**src/rtl/rendering_arb_pkg.sv**
```systemverilog
// Shared types and constants for the rendering-page stream arbiter.
// Latency: n/a (types and constant functions only).
// Backpressure: n/a.
package rendering_arb_pkg;

   localparam int DATA_W_DEF = 32;

   typedef enum logic {
      IDLE  = 1'b0,
      BURST = 1'b1
   } arb_state_e;

   // Pointer value after reset: the last input is "most recently served",
   // so the rotating search starts at input 0.
   function automatic int RR_RESET_LAST(input int num_in);
      return num_in - 1;
   endfunction

endpackage

```
**src/rtl/rr_priority_pick.sv**
```systemverilog
// Rotating first-one search: first set req bit after 'last', wrapping modulo NUM_IN.
// Latency: purely combinational.
// Backpressure: none; the result is consumed by the caller in the same cycle.
module rr_priority_pick #(
   parameter int NUM_IN = 4,
   parameter int IDX_W  = $clog2(NUM_IN)
) (
   input  logic [NUM_IN-1:0] req,
   input  logic [IDX_W-1:0]  last,
   output logic              any,
   output logic [IDX_W-1:0]  idx
);

   // Scan last+1, last+2, ... (mod NUM_IN); the first requester found wins.
   always_comb begin
      any = 1'b0;
      idx = '0;
      for (int i = 1; i <= NUM_IN; i++) begin
         if (!any && req[(int'(last) + i) % NUM_IN]) begin
            any = 1'b1;
            idx = IDX_W'((int'(last) + i) % NUM_IN);
         end
      end
   end

endmodule

```
**src/rtl/stream_rr_arbiter.sv**
```systemverilog
// Round-robin arbiter merging NUM_IN page streams onto one link; optional ARB_STATS_EN beat counters.
// Latency: grant decided in one IDLE cycle, then combinational pass-through; one bubble between grants.
// Backpressure: link TREADY is routed straight to the granted input; bursts end on MAX_BURST beats or IDLE_TO gap.
module stream_rr_arbiter
   import rendering_arb_pkg::*;
#(
   parameter int NUM_IN    = 4,
   parameter int DATA_W    = DATA_W_DEF,
   parameter int MAX_BURST = 16,
   parameter int IDLE_TO   = 4
) (
   input  logic                       ap_clk,
   input  logic                       ap_rst,
   input  logic                       ap_start,
   output logic                       ap_idle,
   input  logic [NUM_IN*DATA_W-1:0]   Input_V_TDATA,
   input  logic [NUM_IN-1:0]          Input_V_TVALID,
   output logic [NUM_IN-1:0]          Input_V_TREADY,
   output logic [DATA_W-1:0]          Output_1_V_TDATA,
   output logic                       Output_1_V_TVALID,
   input  logic                       Output_1_V_TREADY,
   output logic [$clog2(NUM_IN)-1:0]  grant_id
`ifdef ARB_STATS_EN
   ,
   output logic [NUM_IN*32-1:0]       stat_beats
`endif
);

   localparam int IDX_W  = $clog2(NUM_IN);
   localparam int BEAT_W = $clog2(MAX_BURST + 1);
   localparam int GAP_W  = $clog2(IDLE_TO + 1);

   arb_state_e        state_q, state_d;
   logic [IDX_W-1:0]  grant_q, grant_d;
   logic [IDX_W-1:0]  last_q, last_d;
   logic [BEAT_W-1:0] beat_q, beat_d;
   logic [GAP_W-1:0]  gap_q, gap_d;
   logic              pick_any;
   logic [IDX_W-1:0]  pick_idx;
   logic              gnt_vld;
   logic              beat_acc;

   rr_priority_pick #(
      .NUM_IN (NUM_IN),
      .IDX_W  (IDX_W)
   ) u_pick (
      .req  (Input_V_TVALID),
      .last (last_q),
      .any  (pick_any),
      .idx  (pick_idx)
   );

   assign gnt_vld  = Input_V_TVALID[grant_q];
   assign ap_idle  = (state_q == IDLE);
   assign grant_id = grant_q;

   // Next-state, counters and the granted-input pass-through mux.
   always_comb begin
      state_d           = state_q;
      grant_d           = grant_q;
      last_d            = last_q;
      beat_d            = beat_q;
      gap_d             = gap_q;
      Output_1_V_TDATA  = Input_V_TDATA[int'(grant_q)*DATA_W +: DATA_W];
      Output_1_V_TVALID = 1'b0;
      Input_V_TREADY    = '0;
      beat_acc          = 1'b0;
      case (state_q)
         IDLE: begin
            beat_d = '0;
            gap_d  = '0;
            if (ap_start && pick_any) begin
               grant_d = pick_idx;
               last_d  = pick_idx;
               state_d = BURST;
            end
         end
         BURST: begin
            // Handshakes are masked during reset so no beat slips through the reset cycle.
            if (!ap_rst) begin
               Output_1_V_TVALID       = gnt_vld;
               Input_V_TREADY[grant_q] = Output_1_V_TREADY;
               beat_acc                = gnt_vld & Output_1_V_TREADY;
               if (gnt_vld) begin
                  gap_d = '0;
                  if (Output_1_V_TREADY) begin
                     beat_d = beat_q + 1'b1;
                     if (beat_q == BEAT_W'(MAX_BURST - 1)) begin
                        state_d = IDLE;
                     end
                  end
               end else begin
                  gap_d = gap_q + 1'b1;
                  if (gap_q == GAP_W'(IDLE_TO - 1)) begin
                     state_d = IDLE;
                  end
               end
            end
         end
         default: state_d = IDLE;
      endcase
   end

   // FSM and counter registers with synchronous reset.
   always_ff @(posedge ap_clk) begin
      if (ap_rst) begin
         state_q <= IDLE;
         grant_q <= '0;
         last_q  <= IDX_W'(RR_RESET_LAST(NUM_IN));
         beat_q  <= '0;
         gap_q   <= '0;
      end else begin
         state_q <= state_d;
         grant_q <= grant_d;
         last_q  <= last_d;
         beat_q  <= beat_d;
         gap_q   <= gap_d;
      end
   end

`ifdef ARB_STATS_EN
   logic [31:0] stat_q [NUM_IN];
   logic [31:0] stat_d [NUM_IN];

   // Saturating per-input count of accepted beats.
   always_comb begin
      for (int k = 0; k < NUM_IN; k++) begin
         stat_d[k] = stat_q[k];
         if (beat_acc && (grant_q == IDX_W'(k)) && (stat_q[k] != 32'hFFFF_FFFF)) begin
            stat_d[k] = stat_q[k] + 32'd1;
         end
      end
   end

   // Beat counter registers, cleared by reset.
   always_ff @(posedge ap_clk) begin
      for (int k = 0; k < NUM_IN; k++) begin
         if (ap_rst) begin
            stat_q[k] <= '0;
         end else begin
            stat_q[k] <= stat_d[k];
         end
      end
   end

   // Pack the counters onto the stats port, input k in slice k.
   always_comb begin
      for (int k = 0; k < NUM_IN; k++) begin
         stat_beats[k*32 +: 32] = stat_q[k];
      end
   end
`endif

endmodule

```
**config.mk**
```make
export PLATFORM = sky130hd
export DESIGN_NAME = stream_rr_arbiter
export DESIGN_NICKNAME = d
export VERILOG_FILES = /design/src/rtl/rendering_arb_pkg.sv /design/src/rtl/rr_priority_pick.sv /design/src/rtl/stream_rr_arbiter.sv
export SDC_FILE = /design/constraint.sdc
export NUM_CORES = 1
export LEC_CHECK = 0
export ABC_AREA = 1
export BUFFER_PORTS_ARGS = -buffer_cell sky130_fd_sc_hd__clkbuf_2
export CELL_PAD_IN_SITES_DETAIL_PLACEMENT = 1
export CELL_PAD_IN_SITES_GLOBAL_PLACEMENT = 1
export CORE_UTILIZATION = 20
export DETAILED_ROUTE_END_ITERATION = 6
export PLACE_DENSITY_LB_ADDON = 0.1
export SLEW_MARGIN = 20
export SYNTH_ARGS = -nofsm -noshare
export SYNTH_HDL_FRONTEND = slang
export SYNTH_SLANG_ARGS = --single-unit
```
**constraint.sdc**
```tcl
create_clock -name ap_clk -period 1.5 [get_ports ap_clk]
set_input_delay 0.225 -clock ap_clk [delete_from_list [all_inputs] [get_ports ap_clk]]
set_output_delay 0.225 -clock ap_clk [all_outputs]
set_load 0.05 [all_outputs]
```
==> flow_summary.yaml, run 1 <==
power:
  p_total_mw: 5.02
  peakVddDrop_v: 0.000449
  p_leak_nw: 1.85
  cellPowerDensity_nw_per_um2: 1280
global_route:
  grt_max_degree: 30
  grt_pass1_vias: 2727
  antenna_found_initial: 0
  overflow: 0
  grt_pass1_wl_um: 14400
  grt_util_all_layers: 0.218
finish:
  utilization: 0.509
  multi_input_area_um2: 1730
  syn_to_final_growth_pct: 147
  layout-drive-gt1-share: 0.740
  design_area_um2: 3940
  antennaDiodeCount: 0
  fin_cells: 560
  n_fill_cell: 959
  seq_area_um2: 279
  fin_nets: 599
clocking:
  ctsHoldBuffers: 0
  cts_tree: "done"
  clk_pin_slew_ns: 0.06
  clock_tree.htree_level_count: 1
  root_buffer: "clkbuf_8"
  cts_buffer_depth: 2
  clkSinkCount: 13
  cts-buffers-inserted: 3
  insertion_delay_ns: 0.25
synth:
  yosysTopAreaCell: "a22oi_1"
  synth-simple-area-share: 0.393
  syn_nets: 404
  netlist_instances: 264
  netlist.area_leader.share: 0.250
  synth_edf_count: 0
  syn_area_per_cell_um2: 6.03
  yosys.area_share.adder: 0.0314
  ys_seq_elements: 13
  ys.warnings.count: 0
  synth_compound_area_frac: 0.315
  netlist_top_cells_count: "nand2_1, a22oi_1, nand3_1, inv_1"
  synth_top_family_by_area: "simple AND/OR/NAND/NOR gates"
  yosys-top-cells-area: "a22oi_1, nand2_1, dfxtp_1, nand3_1, inv_1"
  synthMuxAreaShare: 0
  netlist_area_um2: 1590
  seq_area_frac_synth: 0.164
  synth_ff_type: "dfxtp_1"
  async_reset_ff_frac: 0
  yosysMostFrequentCell: "nand2_1"
  synth_xor_area_frac: 0.00550
  ys_types: 26
timing:
  post-route-min-period_ns: 1.72
  rsz0062_at_grt: "yes"
  tightest_slew_ns: 0.295
  slew_violations: 0
  finalCritPeriodShare: 1.14
  relSlewSlack: 0.803
  hold_viol: 0
  hold_slack_ns: 0.266
  finalSetupViolCount: 35
  fin_setup_tns_ns: -4.75
  fin_worst_skew_ns: 0.00128
  fmax_mhz: 583
  setup_ws_ns: -0.215
floorplanning:
  boundaryPins: 176
  die-height_um: 91.2
  coreArea_um2: 7730
  die-width_um: 91.2
  floorplan.initialDensity: 0.206
  dieArea_um2: 8320
  core.rowCount: 32
critical_path:
  timing.rr.start: "grant_id[0]$_SDFFE_PP0P_"
  crit_end: "Output_1_V_TDATA[0]"
  reg2reg_slack_ns: 0.04
  worstSetupEndpointType: "output port"
  arrival_ns: 1.49
  critPathKind: "flip-flop to output port"
  r2r-end: "beat_q[3]$_SDFFE_PP0P_"
  r2r_cells: 8
  cp-start-kind: "flip-flop"
  crit_fanout: 8
  critical_path_required_ns: 1.27
  crit_start: "grant_id[0]$_SDFFE_PP0P_"
outcome:
  violations: "setup timing"
  outcome: "finished with violations"
placement:
  dpl.hpwl_um: 7100
  place_area_um2: 3210
  dpl_worst_slack_ns: -0.113
  globalplace.congestion: 0.806
  placed_cells: 545
  io_buffers: 175
hold_path:
  hp-class: "primary input to flip-flop"
drt:
  via_count: 2680
  drt-pass1-iter-count: 4
  antenna_left: 0
  drcViolationCount: 0
  wl_um: 9360
  viasPerCell: 4.79
  dr.first_iter.drc_count: 41
  wl_per_cell_um: 16.7
job:
  cap_violations: 0
## worst min path at each step
| stage | from | endpoint | slack (ns) | cells past startpoint |
|---|---|---|---|---|
| 2_1_floorplan | ap_rst | grant_id[0]$_SDFFE_PP0P_ | 0.28 | 1 |
| 3_3_place_gp | gap_q[0]$_SDFF_PP0_ | gap_q[0]$_SDFF_PP0_ | 0.41 | 1 |
| 3_5_place_dp | gap_q[0]$_SDFF_PP0_ | gap_q[0]$_SDFF_PP0_ | 0.42 | 1 |
| 4_1_cts | ap_rst | grant_id[0]$_SDFFE_PP0P_ | 0.26 | 2 |
| 5_1_grt | ap_rst | grant_id[0]$_SDFFE_PP0P_ | 0.27 | 2 |
| 6_report | ap_rst | grant_id[0]$_SDFFE_PP0P_ | 0.27 | 2 |
## power by group
part / total (mW) / internal (mW) / switching, mW
logic: 4.25 / 1.84 / 2.41
registers: 0.455 / 0.388 / 0.0668
clock network: 0.320 / 0.188 / 0.132
total: 5.02 / 2.42 / 2.61
## state kept, by name (all words and copies together) (netlist names)
register	cells
grant_id	2
beat_q	5
state_q	1
last_q	2
gap_q	3
## critical path: stages, from the launching register on
cell and delay, ns:
dfxtp_4 0.41, nor2_4 0.07, bufbuf_16 0.27, a22oi_2 0.20
nand3_4 0.12, buf_12 0.16
## metal layers
| metal | vias up | part of all wire | global-route usage |
|---|---|---|---|
| li1 | 1315 | - | - |
| met3 | 11 | 0.060 | 0.0436 |
| met4 | 0 | 0.020 | 0.0529 |
| met2 | 93 | 0.53 | 0.407 |
| met1 | 1261 | 0.39 | 0.251 |
| met5 | - | 0 | 0 |
## area by class of cell
class / count / share of cell area
repair buffers: 203 / 0.417
multi-input cells: 215 / 0.440
clock buffers: 4 / 0.0114
flip-flops and latches: 13 / 0.0709
well taps: 102 / 0.0324
inverters: 23 / 0.0286
## timing repair
| action | 4_1_cts | 5_1_grt |
|---|---|---|
| gates resized for setup | 92 | 45 |
| buffers inserted | 9 | 2 |
| endpoints found under the hold margin | 0 | 0 |
| gates cloned | 2 | 0 |
| endpoints found under the setup margin | 46 | 46 |
| pin swaps | 7 | 13 |
## cell usage in the layout (no fill, tap or decap), types with 2 or more instances in the layout
cell type and n:
dfxtp_4 5, buf_12 19, a22oi_1 10, buf_4 16
nand4_1 4, o21ai_2 3, clkbuf_8 17, nand3_1 8
inv_1 15, inv_6 2, buf_8 10, nor2_4 7
nand3_2 5, nor2_1 8, nor3_4 2, a21oi_2 3
a21oi_1 8, clkbuf_2 138, a22oi_2 44, nand2_1 49
nand2_4 10, nand2_2 37, buf_6 4, inv_2 3
ha_1 4, nand3_4 7, dfxtp_1 8
## logic make-up after synthesis
| family | count (synthesis) |
|---|---|
| AND/OR/NAND/NOR | 139 |
| AO/OA/AOI/OAI | 71 |
| buffers and inverters | 36 |
| flip-flops | 13 |
| adder cells (fa/ha/maj) | 4 |
| XOR/XNOR | 1 |
No activity file was read; power rests on OpenSTA's default activity.
==> inputs of run 2 (changes only) <==
==> constraint.sdc (replaced) <==
create_clock -name ap_clk -period 1.8 [get_ports ap_clk]
set_input_delay 0.27 -clock ap_clk [delete_from_list [all_inputs] [get_ports ap_clk]]
set_output_delay 0.27 -clock ap_clk [all_outputs]
set_load 0.05 [all_outputs]
==> run 2 against run 1 <==
The run now ends clean. Worst setup slack better by 0.28 ns. Routed wire length shrank 9.0%. Register-to-register slack gained 0.26 ns. Combinational power fell by 34%. Worst hold slack better by 0.0094 ns. Via count decreased by 4.8%. Critical path depth increased by 2. Sequential share of layout area grew 1.4 points. Clock power shrank 17%. Utilization shrank 10 points.
==> flow_summary.yaml, run 2 (synthesized netlist as in run 1, its figures left out) <==
outcome:
  outcome: "finished clean"
clocking:
  cts_buffer_depth: 2
  clkSinkCount: 13
  root_buffer: "clkbuf_8"
  insertion_delay_ns: 0.24
  clock_tree.htree_level_count: 1
  cts-buffers-inserted: 3
  cts_tree: "done"
  clk_pin_slew_ns: 0.06
  ctsHoldBuffers: 0
finish:
  fin_nets: 583
  top_register: "beat_q"
  n_fill_cell: 1010
  fin_cells: 544
  largestRegisters: "beat_q x5, gap_q x3"
  utilization: 0.409
  layout-drive-gt1-share: 0.570
  design_area_um2: 3160
  mostFrequentLayoutCells: "clkbuf_2, nand2_1, a22oi_1"
  antennaDiodeCount: 0
  largest_reg_flops: 5
  syn_to_final_growth_pct: 98.6
  final_common_cell: "clkbuf_2"
drt:
  viasPerCell: 4.69
  wl_per_cell_um: 15.7
  via_count: 2551
  drt-pass1-iter-count: 4
  dr.first_iter.drc_count: 67
  antenna_left: 0
  drcViolationCount: 0
  wl_um: 8520
placement:
  place_area_um2: 2840
  placed_cells: 539
  dpl_worst_slack_ns: 0.199
  dpl.hpwl_um: 6860
  globalplace.congestion: 0.755
  io_buffers: 175
timing:
  hold_viol: 0
  finalSetupViolCount: 0
  tightest_slew_ns: 0.295
  slew_violations: 0
  setup_ws_ns: 0.0624
  post-route-min-period_ns: 1.74
  rsz0062_at_grt: "yes"
  finalCritPeriodShare: 0.965
  fin_setup_tns_ns: 0
  fin_worst_skew_ns: 0.00222
  fmax_mhz: 576
  relSlewSlack: 0.804
global_route:
  grt_pass1_vias: 2582
  grt_pass1_wl_um: 12900
  antenna_found_initial: 0
  overflow: 0
  grt_util_all_layers: 0.194
  grt_max_degree: 33
floorplanning:
  coreArea_um2: 7730
  die-height_um: 91.2
  die-width_um: 91.2
  core.rowCount: 32
  floorplan.initialDensity: 0.206
  boundaryPins: 176
  dieArea_um2: 8320
critical_path:
  critical_path_required_ns: 1.53
  r2r-end: "grant_id[0]$_SDFFE_PP0P_"
  crit_end: "Output_1_V_TDATA[6]"
  worstSetupEndpointType: "output port"
  r2r_cells: 11
  crit_fanout: 23
  crit_start: "grant_id[1]$_SDFFE_PP0P_"
  arrival_ns: 1.47
  critPathKind: "flip-flop to output port"
  reg2reg_slack_ns: 0.30
  timing.rr.start: "last_q[0]$_SDFFE_PP1P_"
  cp-start-kind: "flip-flop"
power:
  internal-power_mw: 1.53
  cellPowerDensity_nw_per_um2: 1090
  p_clk_frac: 0.078
  peakVddDrop_v: 0.000321
  p_comb_frac: 0.817
  power_frac_seq: 0.106
  power.switching_mw: 1.90
  swShare: 0.555
  p_leak_nw: 1.63
job:
  cap_violations: 0
hold_path:
  hp-class: "primary input to flip-flop"
[run 2: timing repair]
| item | in CTS | in global routing |
|---|---|---|
| gates cloned | 0 | 1 |
| endpoints found under the setup margin | 28 | 36 |
| gates resized for setup | 30 | 67 |
| buffers inserted | 0 | 0 |
| endpoints found under the hold margin | 0 | 0 |
| pin swaps | 0 | 3 |
[run 2: worst min-delay path by stage]
stage / start / endpoint / cells past startpoint
4_1_cts: ap_rst / grant_id[1]$_SDFFE_PP0P_ / 2
3_5_place_dp: gap_q[0]$_SDFF_PP0_ / gap_q[0]$_SDFF_PP0_ / 1
2_1_floorplan: ap_rst / grant_id[0]$_SDFFE_PP0P_ / 1
6_report: ap_rst / grant_id[1]$_SDFFE_PP0P_ / 2
5_1_grt: ap_rst / grant_id[1]$_SDFFE_PP0P_ / 2
3_3_place_gp: gap_q[0]$_SDFF_PP0_ / gap_q[0]$_SDFF_PP0_ / 1
[run 2: cell type report]
cell class / count / area (um2) / share of cell area
Inverter: 23 / 91.3 / 0.0289
Multi-Input combinational cell: 215 / 1360 / 0.431
Tap cell: 102 / 128 / 0.0404
Sequential cell: 13 / 268 / 0.0847
Clock buffer: 4 / 45.0 / 0.0143
Timing Repair Buffer: 187 / 1270 / 0.401
[run 2: worst max-delay path, cell delays in order (launching register included)]
cell,delay [ns]
dfxtp_4,0.40
inv_4,0.06
nand2_2,0.07
inv_2,0.06
buf_12,0.16
a22oi_2,0.15
nand3_2,0.13
buf_12,0.17
[run 2: per-stage QoR]
stage          hold slack (ns)  total power, mW
6_report                 0.276             3.43
3_5_place_dp             0.423             2.86
3_3_place_gp             0.414             2.85
5_1_grt                  0.296             3.64
4_1_cts                  0.275             3.26
2_1_floorplan            0.329             2.00
[run 2: power groups by stage]
stage               clock network (mW)  registers, mW  logic (mW)
floorplan                            0          0.381        1.61
global placement                     0          0.358        2.49
detailed placement                   0          0.360        2.50
CTS                              0.274          0.355        2.63
global route                     0.289          0.369        2.98
finish                           0.266          0.363        2.80
[run 2: metal layers]
metal	vias to the layer above	wire length, um	global-route usage
met5	-	0	0
li1	1276	-	-
met1	1166	3330	0.220
met4	0	147	0.0450
met2	97	4410	0.360
met3	12	631	0.0486
==> inputs of run 3 (changes only) <==
--- a/config.mk
+++ b/config.mk
@@ -9,7 +9,7 @@
 export BUFFER_PORTS_ARGS = -buffer_cell sky130_fd_sc_hd__clkbuf_2
 export CELL_PAD_IN_SITES_DETAIL_PLACEMENT = 1
 export CELL_PAD_IN_SITES_GLOBAL_PLACEMENT = 1
-export CORE_UTILIZATION = 20
+export CORE_UTILIZATION = 22
 export DETAILED_ROUTE_END_ITERATION = 6
 export PLACE_DENSITY_LB_ADDON = 0.1
 export SLEW_MARGIN = 20
==> constraint.sdc (replaced) <==
create_clock -name ap_clk -period 2.1 [get_ports ap_clk]
set_input_delay 0.315 -clock ap_clk [delete_from_list [all_inputs] [get_ports ap_clk]]
set_output_delay 0.315 -clock ap_clk [all_outputs]
set_load 0.05 [all_outputs]
==> run 3 against run 2 <==
Via count shrank 2.9%. Clock-buffer cell count unchanged. Combinational power shrank 32%. Final cell count down 1.8%. Clock skew is 0.0042 ns higher. Worst setup slack improved by 0.049 ns. Global-route usage shrank 0.49 points. Routed wire length is 12% lower. Utilization decreased by 2.0 points. Clock power shrank 15%. Largest power group unchanged. Highest routed layer unchanged.
==> flow_summary.yaml, run 3 (synthesized netlist as in run 1, its figures left out) <==
outcome:
  outcome: "finished clean"
timing:
  hold_viol: 0
  tightest_slew_ns: 0.368
  rsz0062_at_grt: "no"
  fin_worst_skew_ns: 0.00641
  finalCritPeriodShare: 0.947
  setup_ws_ns: 0.111
  finalSetupViolCount: 0
  relSlewSlack: 0.754
  fin_setup_tns_ns: 0
  post-route-min-period_ns: 1.99
  fmax_mhz: 503
  slew_violations: 0
finish:
  seq_area_um2: 262
  mostFrequentLayoutCells: "clkbuf_2, nand2_1, a22oi_1"
  largest_reg_flops: 5
  fin_nets: 579
  design_area_um2: 2690
  utilization: 0.389
  multi_input_area_um2: 1190
  top_register: "beat_q"
  largestRegisters: "beat_q x5, gap_q x3"
  layout-drive-gt1-share: 0.486
  antennaDiodeCount: 0
  n_fill_cell: 1004
  final_common_cell: "clkbuf_2"
  syn_to_final_growth_pct: 68.9
clocking:
  clkSinkCount: 13
  clk_pin_slew_ns: 0.06
  clock_tree.htree_level_count: 1
  root_buffer: "clkbuf_8"
  insertion_delay_ns: 0.25
  cts_tree: "done"
  cts-buffers-inserted: 3
  cts_buffer_depth: 2
  post_cts_buffers: 0
floorplanning:
  die-width_um: 87.1
  floorplan.initialDensity: 0.230
  core.rowCount: 30
  boundaryPins: 176
  dieArea_um2: 7580
  coreArea_um2: 6910
  die-height_um: 87.1
drt:
  antenna_left: 0
  wl_met2_um: 3780
  met3_length_um: 527
  wl_um: 7530
  wl_met1_um: 3170
  via_count: 2477
  dr.first_iter.drc_count: 55
  highest_layer: "met4"
  drcViolationCount: 0
  viasPerCell: 4.64
  wl_per_cell_um: 14.1
  drt-pass1-iter-count: 3
critical_path:
  worstSetupEndpointType: "output port"
  critical_path_required_ns: 1.78
  arrival_ns: 1.67
  cp-start-kind: "flip-flop"
  crit_fanout: 33
  critPathKind: "flip-flop to output port"
placement:
  globalplace.congestion: 0.743
  io_buffers: 175
  dpl_worst_slack_ns: 0.329
  dpl.hpwl_um: 6400
  place_area_um2: 2640
power:
  p_leak_nw: 1.48
  peakVddDrop_v: 0.000463
  cellPowerDensity_nw_per_um2: 909
job:
  cap_violations: 0
global_route:
  overflow: 0
  grt_util_all_layers: 0.189
  antenna_found_initial: 0
  grt_pass1_wl_um: 11500
  grt_pass1_vias: 2430
  grt_max_degree: 34
hold_path:
  hp-class: "primary input to flip-flop"
-- run 3: cell count changes in the layout (fill, tap and decap cells not counted), sizes merged --
cell / before / now
buf: 41 / 11
inv: 23 / 22
clkinv: 0 / 1
clkbuf: 150 / 176
-- run 3: cell type report --
type | instances | area share
clock buffers | 4 | 0.0168
inverters | 23 | 0.0330
multi-input cells | 215 | 0.443
flip-flops and latches | 13 | 0.0973
well taps | 96 | 0.0447
repair buffers | 183 | 0.365
-- run 3: final timing paths --
path         depth (start not counted)                startpoint  slack, ns                        to
max                                  7  grant_id[1]$_SDFFE_PP0P_       0.11         Output_1_V_TVALID
min                                  2                    ap_rst       0.33    beat_q[3]$_SDFFE_PP0P_
max reg2reg                         11    last_q[0]$_SDFFE_PP1P_       0.47  grant_id[0]$_SDFFE_PP0P_
min reg2reg                          1       gap_q[0]$_SDFF_PP0_       0.42       gap_q[0]$_SDFF_PP0_
-- run 3: power breakdown --
| part | leakage (nW) | internal, mW | switching [mW] |
|---|---|---|---|
| clock | 0.0228 | 0.134 | 0.0925 |
| combinational | 1.35 | 0.545 | 1.36 |
| sequential | 0.106 | 0.270 | 0.0400 |
-- run 3: critical path, stage by stage, from the launching register on --
cell and delay [ns]:
dfxtp_1 0.44, nor2_2 0.09, buf_12 0.17, a22oi_2 0.18, nand3_2 0.19, inv_2 0.14
nor2_2 0.05, buf_12 0.14
-- run 3: what timing repair did --
item	4_1_cts	5_1_grt
hold buffers	0	0
setup endpoints to repair	0	23
gates resized for setup	0	3
hold endpoints to repair	0	0
-- run 3: through the flow --
step	hold slack, ns	cells	total power, mW
finish	0.331	534	2.45
global route	0.342	534	2.62
CTS	0.335	534	2.47
detailed placement	0.421	530	2.24
global placement	0.415	530	2.22
floorplan	0.384	264	1.69
-- run 3: metal layers --
layer,track usage,up-vias
met5,0,-
met4,0.0152,0
met3,0.0332,4
met2,0.341,100
met1,0.241,1103
li1,-,1270
